$ cat src/rtl/mul_sequencer_if.sv
// Multiply sequencer bus: EX-stage request, shared-ALU hookup, and stall/result back to the pipeline.
interface mul_sequencer_if #(
  parameter int unsigned WIDTH = 64
);
  logic             ex_valid;
  logic [10:0]      ex_opcode;
  logic [WIDTH-1:0] op_a;
  logic [WIDTH-1:0] op_b;
  logic             flush;
  logic [WIDTH-1:0] alu_y;
  logic             alu_sel;
  logic [3:0]       alu_ctl;
  logic [WIDTH-1:0] alu_a;
  logic [WIDTH-1:0] alu_b;
  logic             stall;
  logic             done;
  logic [WIDTH-1:0] product;

  // Pipeline/ALU side.
  modport master (
    output ex_valid, ex_opcode, op_a, op_b, flush, alu_y,
    input  alu_sel, alu_ctl, alu_a, alu_b, stall, done, product
  );

  // Sequencer side.
  modport slave (
    input  ex_valid, ex_opcode, op_a, op_b, flush, alu_y,
    output alu_sel, alu_ctl, alu_a, alu_b, stall, done, product
  );
endinterface

$ cat src/rtl/mul_sequencer.sv
// Shift-add multiply sequencer that borrows the EX-stage ALU and stalls the pipeline until done.
// Optional MUL_EARLY_EXIT_EN: finish as soon as no multiplier bits remain.
module mul_sequencer #(
  parameter int unsigned WIDTH      = 64,
  parameter logic [10:0] MUL_OPCODE = 11'b10011011000
) (
  input  logic          clk,
  input  logic          rst_n,
  mul_sequencer_if.slave bus
);
  localparam int unsigned CNT_W   = $clog2(WIDTH) + 1;
  localparam logic [3:0]  ALU_ADD = 4'b0010;

  typedef enum logic [1:0] {IDLE, RUN, DONE} state_t;

  state_t           state, state_nxt;
  logic [WIDTH-1:0] acc, acc_nxt;
  logic [WIDTH-1:0] mcand, mcand_nxt;
  logic [WIDTH-1:0] mplier, mplier_nxt;
  logic [WIDTH-1:0] prod, prod_nxt;
  logic [CNT_W-1:0] cnt, cnt_nxt;

  always_ff @(posedge clk or negedge rst_n) begin
    if (!rst_n) begin
      state  <= IDLE;
      acc    <= '0;
      mcand  <= '0;
      mplier <= '0;
      prod   <= '0;
      cnt    <= '0;
    end else begin
      state  <= state_nxt;
      acc    <= acc_nxt;
      mcand  <= mcand_nxt;
      mplier <= mplier_nxt;
      prod   <= prod_nxt;
      cnt    <= cnt_nxt;
    end
  end

  // Next-state and ALU/pipeline control; nothing here depends on alu_y except register inputs.
  always_comb begin
    state_nxt   = state;
    acc_nxt     = acc;
    mcand_nxt   = mcand;
    mplier_nxt  = mplier;
    prod_nxt    = prod;
    cnt_nxt     = cnt;
    bus.alu_sel = 1'b0;
    bus.alu_ctl = 4'b0000;
    bus.alu_a   = '0;
    bus.alu_b   = '0;
    bus.stall   = 1'b0;
    bus.done    = 1'b0;

    case (state)
      IDLE: begin
        if (bus.ex_valid && (bus.ex_opcode == MUL_OPCODE) && !bus.flush) begin
          bus.stall  = 1'b1;
          acc_nxt    = '0;
          mcand_nxt  = bus.op_a;
          mplier_nxt = bus.op_b;
          cnt_nxt    = '0;
          state_nxt  = RUN;
`ifdef MUL_EARLY_EXIT_EN
          if (bus.op_b == '0) begin
            prod_nxt  = '0;
            state_nxt = DONE;
          end
`endif
        end
      end
      RUN: begin
        bus.alu_sel = 1'b1;
        bus.alu_ctl = ALU_ADD;
        bus.alu_a   = acc;
        bus.alu_b   = mplier[0] ? mcand : '0;
        bus.stall   = 1'b1;
        if (bus.flush) begin
          state_nxt = IDLE;
        end else begin
          acc_nxt    = bus.alu_y;
          mcand_nxt  = mcand << 1;
          mplier_nxt = mplier >> 1;
          cnt_nxt    = cnt + CNT_W'(1);
`ifdef MUL_EARLY_EXIT_EN
          if ((cnt == CNT_W'(WIDTH - 1)) || ((mplier >> 1) == '0)) begin
`else
          if (cnt == CNT_W'(WIDTH - 1)) begin
`endif
            prod_nxt  = bus.alu_y;
            state_nxt = DONE;
          end
        end
      end
      DONE: begin
        bus.done  = 1'b1;
        state_nxt = IDLE;
      end
      default: state_nxt = IDLE;
    endcase
  end

  assign bus.product = prod;
endmodule

$ cat src/flat_wrapper.sv
// flat-port wrapper written by rule: the top's interface ports become plain ports
module mul_sequencer_flat 
#(
  parameter int unsigned WIDTH      = 64,
  parameter logic [10:0] MUL_OPCODE = 11'b10011011000
)
  (clk, rst_n, bus_ex_valid, bus_ex_opcode, bus_op_a, bus_op_b, bus_flush, bus_alu_y, bus_alu_sel, bus_alu_ctl, bus_alu_a, bus_alu_b, bus_stall, bus_done, bus_product);
  mul_sequencer_if #(.WIDTH(WIDTH)) bus_i ();
  input  logic clk;
  input  logic rst_n;
  input wire logic [$bits(bus_i.ex_valid)-1:0] bus_ex_valid;
  input wire logic [$bits(bus_i.ex_opcode)-1:0] bus_ex_opcode;
  input wire logic [$bits(bus_i.op_a)-1:0] bus_op_a;
  input wire logic [$bits(bus_i.op_b)-1:0] bus_op_b;
  input wire logic [$bits(bus_i.flush)-1:0] bus_flush;
  input wire logic [$bits(bus_i.alu_y)-1:0] bus_alu_y;
  output wire logic [$bits(bus_i.alu_sel)-1:0] bus_alu_sel;
  output wire logic [$bits(bus_i.alu_ctl)-1:0] bus_alu_ctl;
  output wire logic [$bits(bus_i.alu_a)-1:0] bus_alu_a;
  output wire logic [$bits(bus_i.alu_b)-1:0] bus_alu_b;
  output wire logic [$bits(bus_i.stall)-1:0] bus_stall;
  output wire logic [$bits(bus_i.done)-1:0] bus_done;
  output wire logic [$bits(bus_i.product)-1:0] bus_product;
  assign bus_i.ex_valid = bus_ex_valid;
  assign bus_i.ex_opcode = bus_ex_opcode;
  assign bus_i.op_a = bus_op_a;
  assign bus_i.op_b = bus_op_b;
  assign bus_i.flush = bus_flush;
  assign bus_i.alu_y = bus_alu_y;
  assign bus_alu_sel = bus_i.alu_sel;
  assign bus_alu_ctl = bus_i.alu_ctl;
  assign bus_alu_a = bus_i.alu_a;
  assign bus_alu_b = bus_i.alu_b;
  assign bus_stall = bus_i.stall;
  assign bus_done = bus_i.done;
  assign bus_product = bus_i.product;
  mul_sequencer #(.WIDTH(WIDTH), .MUL_OPCODE(MUL_OPCODE)) u_core (.clk(clk), .rst_n(rst_n), .bus(bus_i));
endmodule
$ cat config.mk
export PLATFORM = sky130hd
export DESIGN_NAME = mul_sequencer_flat
export DESIGN_NICKNAME = d
export VERILOG_FILES = /design/src/rtl/mul_sequencer_if.sv /design/src/rtl/mul_sequencer.sv /design/src/flat_wrapper.sv
export SDC_FILE = /design/constraint.sdc
export NUM_CORES = 1
export LEC_CHECK = 0
export ABC_AREA = 1
export BUFFER_PORTS_ARGS = -buffer_cell sky130_fd_sc_hd__buf_2
export CORE_UTILIZATION = 56
export DETAILED_ROUTE_END_ITERATION = 10
export HOLD_SLACK_MARGIN = 0.05
export PLACE_DENSITY = 0.87
export SLEW_MARGIN = 20
export SYNTH_ARGS = -nofsm -noshare
export SYNTH_HDL_FRONTEND = slang
export SYNTH_SLANG_ARGS = --single-unit
$ cat constraint.sdc
create_clock -name clk -period 2 [get_ports clk]
set_input_delay 0.4 -clock clk [delete_from_list [all_inputs] [get_ports clk]]
set_output_delay 0.4 -clock clk [all_outputs]
set_load 0.01 [all_outputs]
==> results of run 1 <==
-- per-stage QoR --
step                      power (mW)  cell area (um^2)  util [%]  TNS [ns]
final                           12.9             17700      75.6     -6.63
after global routing            13.4             17700      75.6    -13.70
after CTS                       12.8             17100      73.1     -6.31
after detailed placement        7.47             15700      67.0         0
after global placement          7.39             15700      67.0         0
after floorplan                 6.85             13400         -         0
-- critical path: stages (launching register included) --
cell	delay, ns
sky130_fd_sc_hd__dfrtp_1	0.41
sky130_fd_sc_hd__inv_4	0.09
sky130_fd_sc_hd__nand2_8	0.09
sky130_fd_sc_hd__buf_12	0.15
sky130_fd_sc_hd__buf_8	0.13
sky130_fd_sc_hd__nor2_1	0.15
sky130_fd_sc_hd__buf_2	0.17
-- worst max-delay path by stage --
stage          cells after the start                          to  slack [ns]                        start
2_1_floorplan                      6               bus_alu_a[26]        0.42  u_core.state[1]$_DFFE_PN0P_
3_3_place_gp                       7  u_core.acc[30]$_DFFE_PN0P_        0.20             bus_ex_opcode[1]
3_5_place_dp                       7  u_core.acc[47]$_DFFE_PN0P_        0.16             bus_ex_opcode[1]
4_1_cts                            3              bus_alu_ctl[1]       -0.13  u_core.state[0]$_DFFE_PN0P_
5_1_grt                            6               bus_alu_b[52]       -0.18  u_core.state[1]$_DFFE_PN0P_
6_report                           6               bus_alu_a[27]       -0.13  u_core.state[1]$_DFFE_PN0P_
-- flip-flops by register name, summed over array words and instances, names as in the netlist --
name / flops
u_core.state: 2
u_core.acc: 64
u_core.mcand: 64
u_core.bus.product: 64
u_core.cnt: 7
u_core.mplier: 64
-- power breakdown --
group | switching (mW) | total [mW] | leakage (nW) | internal (mW)
clock network | 2.15 | 5.30 | 0.463 | 3.15
logic | 0.805 | 1.40 | 6.31 | 0.596
registers | 0.352 | 6.21 | 3.38 | 5.85
-- metal layers --
layer | global-route usage, % | wire (um) | vias to the layer above
met4 | 13.9 | 2060 | 6
met5 | 0 | 39 | -
met3 | 7.34 | 4430 | 175
li1 | - | - | 6420
met1 | 39.8 | 15900 | 6589
met2 | 55.1 | 20900 | 911
-- timing repair --
item / in CTS / in global routing
hold buffers: 1 / 0
endpoints found under the hold margin: 38 / 0
pin swaps: 3 / 3
gates cloned: 5 / 6
setup buffers: 10 / 5
resized for setup: 82 / 92
setup endpoints to repair: 112 / 127
-- final cells by class --
class / count / share of cell area [%]
Sequential cell: 265 / 37.5
Multi-Input combinational cell: 1402 / 34.8
Timing Repair Buffer: 473 / 18.5
Clock buffer: 42 / 4.77
Tap cell: 319 / 2.25
Inverter: 76 / 1.66
Clock inverter: 8 / 0.523
Antenna cell: 3 / 0.0424
-- synth_stat cells (2+ instances only) --
library cell	number	area (um^2)
sky130_fd_sc_hd__dfrtp_1	265	6630
sky130_fd_sc_hd__inv_2	5	18.8
sky130_fd_sc_hd__buf_1	3	11.3
sky130_fd_sc_hd__nand3_1	205	1030
sky130_fd_sc_hd__buf_12	5	100
sky130_fd_sc_hd__buf_4	13	97.6
sky130_fd_sc_hd__clkbuf_1	25	93.8
sky130_fd_sc_hd__or2_0	2	12.5
sky130_fd_sc_hd__buf_6	4	45.0
sky130_fd_sc_hd__nor2_1	137	514
sky130_fd_sc_hd__inv_1	71	267
sky130_fd_sc_hd__nand2_1	989	3710
sky130_fd_sc_hd__buf_2	79	395
sky130_fd_sc_hd__o21ai_0	2	10.0
sky130_fd_sc_hd__nor2_2	2	12.5
sky130_fd_sc_hd__nand2_2	53	332
-- cells by family after synthesis --
logic type	share of synthesized area [%]
AND/OR/NAND/NOR	42.1
buffers and inverters	7.81
other	0.0281
flip-flops	49.6
XOR/XNOR	0.0656
adder cells (fa/ha/maj)	0.0937
AO/OA/AOI/OAI	0.272
==> metrics.md, run 1 <==
| Metric | Value |
|---|---|
| Synth-to-layout area growth | `32.5%` |
| Type of the setup path with the least slack | `reg -> out` |
| Cells after Synth | `1869` |
| Unique masters post-synth | `25` |
| Maximum fanout encountered on the critical timing path | `8` |
| Final max-slew violation count | `0` |
| Count of nets left with antenna violations after detail routing | `0` |
| Fraction of layout cells with a size suffix above 1 | `around 29%` |
| Die outline height | `about 160 um` |
| Initial antenna violation count | `6` |
| H-tree levels | `1` |
| Maximum number of pins on one net before global-route repair | `just under 80` |
| Overall routed net length | `around 43000 um` |
| Most used cells in the layout excluding fill and tap cells | `sky130_fd_sc_hd__nand2_1, sky130_fd_sc_hd__buf_2, sky130_fd_sc_hd__dfrtp_1` |
| Crit end category | `output port` |
| Layout Nets | `roughly 2500` |
| Worst R2R Start | `u_core.state[1]$_DFFE_PN0P_` |
| Final weighted congestion in routability-driven placement | `roughly 0.88` |
| Timing-limited maximum frequency | `around 0.47 GHz` |
| Worst supply voltage drop on vdd | `between 500 and 600 uV` |
| Worst-case clock buffer depth | `3` |
| Power density over the cells | `729 nW/um^2` |
| Number of hold-slack violations in the final timing report | `0` |
| Hold endpoint | `u_core.bus.product[54]$_DFFE_PN0P_` |
| Chip width | `~160 um` |
| Flop and latch count out of synthesis | `between 200 and 300` |
| Post-detailed-placement half-perimeter wirelength | `26000 um` |
| Slack of the critical path | `-0.132 ns` |
| Effective utilization at floorplan | `a little under three fifths` |
| Post-route DRC | `0` |
| Residual overflow from global routing | `0` |
| Number of placed I/O pins | `slightly above 400` |
| Slack of the worst reg-to-reg path | `0.04 ns` |
| Site row count | `56` |
| Filler Cell Count | `roughly 1600` |
| End of the worst register-to-register path | `u_core.acc[34]$_DFFE_PN0P_` |
| Setup repair after global routing missed its margin | `true` |
| Wire length of the first global-routing pass | `63600 um` |
| Total setup violations reported at the end of the flow | `110` |
| Mean cell area of the mapped netlist | `between 7 and 8 um^2` |
| Number of stages on the worst hold path | `3` |
| Area of combinational cells with multiple inputs | `6160 um^2` |
| Clock insertion delay at the later pin of the skew report | `approximately 0.54 ns` |
| Worst slew pin tran | `approximately 0.71 ns` |
| Yosys Warn Count | `0` |
| Worst hold path startpoint | `bus_alu_y[54]` |
| Final clock skew | `approximately 0.013 ns` |
| Worst slack at placement | `0.157 ns` |
| DRC violation total after the first TritonRoute iteration | `1477` |
| Final critical-path share of the clock period | `107%` |
| Post-Layout Cell Count | `2588` |
| Cell at the root of the clock tree | `sky130_fd_sc_hd__clkbuf_16` |
| WL per Instance | `16.7 um` |
| Avg Vias per Cell | `around 5.4` |
| Final critical-path required period | `around 2.1 ns` |
| Clk sink count | `roughly 270` |
| Max_cap viols | `0` |
| Result of the run | `finished, violations left` |
| Arrival time worst endpoint | `approximately 1.7 ns` |
| Number of iterations in the first detailed-routing pass | `5` |
| Total global-route track usage | `between 30% and 40%` |
| Worst path required time | `around 1.6 ns` |
| Final-layout worst hold slack | `just over 0.07 ns` |
| Failing checks | `setup timing` |
| Post-Synthesis Cell Area | `approximately 13000 um^2` |
| Worst hold path class | `in -> reg` |
| Vias post-DR | `between 10000 and 15000` |
| Rel. slew slack | `a little over half` |
| Core Region | `23400 um^2` |
| Number of enable flip-flop cells after synthesis | `0` |
| Quantity of I/O buffers inserted on ports | `between 400 and 500` |
| Async set-reset flop share out of synthesis | `between 90% and 100%` |
| Number of clock buffers inserted by TritonCTS | `28` |
| Most common library cell in the layout ignoring fill and taps | `sky130_fd_sc_hd__nand2_1` |
| Clk slew on worst S/H paths | `around 0.060 ns` |
| DP Cell Count | `between 2000 and 3000` |
| Static leakage | `10.2 nW` |
| Seq. cell area | `around 6600 um^2` |
| Depth of the worst register-to-register path | `7` |
| Die Area | `roughly 24000 um^2` |
| Share of synthesized area occupied by flip-flops and latches | `between 40% and 50%` |
| Worst Setup Start Kind | `flip-flop` |
| Leading register cell type out of synthesis | `sky130_fd_sc_hd__dfrtp_1` |
| Number of global-route vias before repair | `approximately 13000` |
| TritonCTS clock tree | `done` |
Power figures use the tool's default switching activity.
==> run 2, diff against run 1 <==
--- a/config.mk
+++ b/config.mk
@@ -11,6 +11,7 @@
 export DETAILED_ROUTE_END_ITERATION = 10
 export HOLD_SLACK_MARGIN = 0.05
 export PLACE_DENSITY = 0.87
+export REMOVE_ABC_BUFFERS = 1
 export SLEW_MARGIN = 20
 export SYNTH_ARGS = -nofsm -noshare
 export SYNTH_HDL_FRONTEND = slang
==> run 2 against run 1 <==
Net effect: the run still ends with setup timing left; clock-buffer cell count down 2; highest routed layer unchanged; non-clock buffer count decreased by 8; fmax down 5.8%; final cell count decreased by 0.50%; routed wire length rose by 1.6%; sequential share of layout area rose by 0.39 points; critical path type unchanged; critical path depth grew 1.
==> metrics.md, run 2 (same netlist as run 1, synthesis figures left out) <==
| Metric | Value |
|---|---|
| Type of the setup path with the least slack | `reg -> out` |
| Final weighted congestion in routability-driven placement | `0.840 (-4.3%)` |
| TritonCTS clock tree | `done` |
| Power share of the combinational group | `10.5% (-0.4 points)` |
| Number of placed I/O pins | `406 (unchanged)` |
| Maximum number of pins on one net before global-route repair | `105 (+33%)` |
| Die Area | `24500 um^2 (unchanged)` |
| Net switching power figure | `3.32 mW (+0.46%)` |
| Die outline height | `156 um (unchanged)` |
| Count of nets left with antenna violations after detail routing | `0 (unchanged)` |
| Synth-to-layout area growth | `31.1%` |
| WL per Instance | `17.1 um (+2.1%)` |
| Quantity of I/O buffers inserted on ports | `402 (unchanged)` |
| Worst R2R Start | `u_core.state[1]$_DFFE_PN0P_` |
| Cell at the root of the clock tree | `sky130_fd_sc_hd__clkbuf_16` |
| Number of global-route vias before repair | `12989 (+0.40%)` |
| Final critical-path required period | `2.26 ns (+0.132 ns)` |
| Initial antenna violation count | `3 (-3)` |
| Power Total | `12.8 mW (-0.50%)` |
| Vias post-DR | `14187 (+0.61%)` |
| Slack of the critical path | `-0.264 ns (-0.132 ns)` |
| Crit end category | `output port` |
| Highest metal layer with signal wires | `met5` |
| Clk sink count | `265 (unchanged)` |
| Post-detailed-placement half-perimeter wirelength | `25600 um (-1.5%)` |
| H-tree levels | `1 (unchanged)` |
| Setup repair after global routing missed its margin | `true` |
| Post-Layout Cell Count | `2575 (-0.50%)` |
| Timing-limited maximum frequency | `0.442 GHz (-5.8%)` |
| Core Region | `23400 um^2 (unchanged)` |
| Launch point of the critical path | `u_core.state[1]$_DFFE_PN0P_` |
| Final max-slew violation count | `0 (unchanged)` |
| Failing checks | `setup timing` |
| Worst supply voltage drop on vdd | `535 uV (-9.8%)` |
| Worst path required time | `1.60 ns (about the same)` |
| Final clock skew | `0.00766 ns (-0.00491 ns)` |
| Met3 WL | `4670 um (+5.3%)` |
| Summed negative setup slack over all endpoints | `-19.23 ns (-12.60 ns)` |
| Chip width | `156 um (unchanged)` |
| Slack of the worst reg-to-reg path | `0.07 ns (+0.03 ns)` |
| DP Cell Count | `2499 (-0.44%)` |
| Maximum fanout encountered on the critical timing path | `7 (-1)` |
| Final-layout worst hold slack | `0.0706 ns (-0.00206 ns)` |
| Worst hold path startpoint | `bus_op_a[0]` |
| Final critical-path share of the clock period | `113% (+6.6 points)` |
| Site row count | `56 (unchanged)` |
| Clk network pwr share | `41.1% (about the same)` |
| Worst Setup Start Kind | `flip-flop` |
| Avg Vias per Cell | `5.51 (+1.1%)` |
| Arrival time worst endpoint | `1.86 ns (+0.13 ns)` |
| Rel. slew slack | `63.2% (+11 points)` |
| Metal-1 WL | `15600 um (-1.9%)` |
| Overall routed net length | `44000 um (+1.6%)` |
| Worst-case clock buffer depth | `3 (unchanged)` |
| Part of the power in registers | `48.4% (+0.3 points)` |
| DRC violation total after the first TritonRoute iteration | `1646 (+11%)` |
| Worst slack at placement | `0.226 ns (+0.0684 ns)` |
| Design internal power | `9.52 mW (-0.83%)` |
| Clk slew on worst S/H paths | `0.06 ns (about the same)` |
| Residual overflow from global routing | `0 (unchanged)` |
| Worst hold path class | `in -> reg` |
| Most used cells in the layout excluding fill and tap cells | `sky130_fd_sc_hd__nand2_1, sky130_fd_sc_hd__buf_2, sky130_fd_sc_hd__dfrtp_1` |
| Number of hold-slack violations in the final timing report | `0 (unchanged)` |
| Wire length of the first global-routing pass | `64100 um (+0.78%)` |
| Number of clock buffers inserted by TritonCTS | `28 (unchanged)` |
| Layout Nets | `2444 (-0.41%)` |
| Total setup violations reported at the end of the flow | `130 (+18%)` |
| Static leakage | `10.2 nW (about the same)` |
| Effective utilization at floorplan | `57.1% (unchanged)` |
| Post-route DRC | `0 (unchanged)` |
| Power density over the cells | `733 nW/um^2 (+0.58%)` |
| Worst slew pin tran | `0.552 ns (-0.161 ns)` |
| Net switching share of the total power | `25.8% (+0.25 points)` |
| Most common library cell in the layout ignoring fill and taps | `sky130_fd_sc_hd__nand2_1` |
| Clock insertion delay at the later pin of the skew report | `0.53 ns (about the same)` |
| Result of the run | `finished, violations left` |
| Fraction of layout cells with a size suffix above 1 | `29.0% (+0.14 points)` |
| Number of iterations in the first detailed-routing pass | `6 (+1)` |
| Total global-route track usage | `32.9% (+0.41 points)` |
| Max_cap viols | `0 (unchanged)` |
| Detail Route met2 WL | `21300 um (+2.0%)` |
==> run 2: cell types whose count changed in the layout (fill, tap and decap cells not counted), moves of 2 or more <==
cell                        before  now
sky130_fd_sc_hd__buf_6          44   26
sky130_fd_sc_hd__nor2_4         46   27
sky130_fd_sc_hd__buf_4          39   24
sky130_fd_sc_hd__buf_8           2    4
sky130_fd_sc_hd__nor2_1         68   56
sky130_fd_sc_hd__diode_2         3    1
sky130_fd_sc_hd__buf_2         357  376
sky130_fd_sc_hd__buf_12         22   20
sky130_fd_sc_hd__buf_16          3    5
sky130_fd_sc_hd__nor2_2         26   57
sky130_fd_sc_hd__clkbuf_16      33   36
==> run 2: what timing repair did <==
item / in CTS / in global routing
endpoints found under the setup margin: 124 / 130
gates resized for setup: 63 / 80
buffers inserted: 7 / 6
endpoints found under the hold margin: 123 / 0
hold buffers: 1 / 0
gates cloned: 4 / 8
==> run 2: per-layer routing <==
layer | GRT usage (%) | vias to the layer above
met5 | 0 | -
met4 | 17.1 | 6
met3 | 7.45 | 203
met2 | 54.9 | 958
met1 | 39.9 | 6615
li1 | - | 6405
==> run 2: layout make-up <==
class / count / area (um^2)
fill: 1600 / 5890
tap: 319 / 399
antenna: 1 / 2.50
multi-input combinational: 1400 / 6060
sequential: 265 / 6630
inverter: 76 / 292
timing repair buffer: 465 / 3200
clock inverter: 9 / 97.6
clock buffer: 40 / 827
==> run 2: path summary, 6_finish.rpt <==
kind / to / cells after the start
worst max-delay path: bus_alu_b[51] / 7
worst min-delay path: u_core.mcand[0]$_DFFE_PN0P_ / 3
worst max register to register: u_core.acc[16]$_DFFE_PN0P_ / 7
worst min register to register: u_core.bus.product[39]$_DFFE_PN0P_ / 2
max in group asynchronous: u_core.mcand[58]$_DFFE_PN0P_ / 3
min in group asynchronous: u_core.bus.product[4]$_DFFE_PN0P_ / 2
==> run 2: metrics by stage <==
stage                     util (%)  instance area, um^2
after floorplan                  -                12600
after CTS                     72.4                16900
after global routing          74.8                17500
after global placement        66.7                15600
final                         74.8                17500
after detailed placement      66.7                15600
==> run 2: worst max-delay path, cell delays in order, from the launching register on <==
cell                      delay, ns
sky130_fd_sc_hd__dfrtp_1       0.40
sky130_fd_sc_hd__inv_2         0.12
sky130_fd_sc_hd__nand2_8       0.08
sky130_fd_sc_hd__buf_16        0.17
sky130_fd_sc_hd__buf_12        0.14
sky130_fd_sc_hd__buf_12        0.14
sky130_fd_sc_hd__nor2_2        0.11
sky130_fd_sc_hd__buf_2         0.16
==> run 2: power groups by stage <==
stage	Clock [mW]	Sequential (mW)	Combinational [mW]
6_report	5.28	6.21	1.35
5_1_grt	5.55	6.25	1.53
4_1_cts	5.31	6.18	1.24
3_5_place_dp	0	6.27	1.20
3_3_place_gp	0	6.24	1.14
2_1_floorplan	0	6.20	0.645
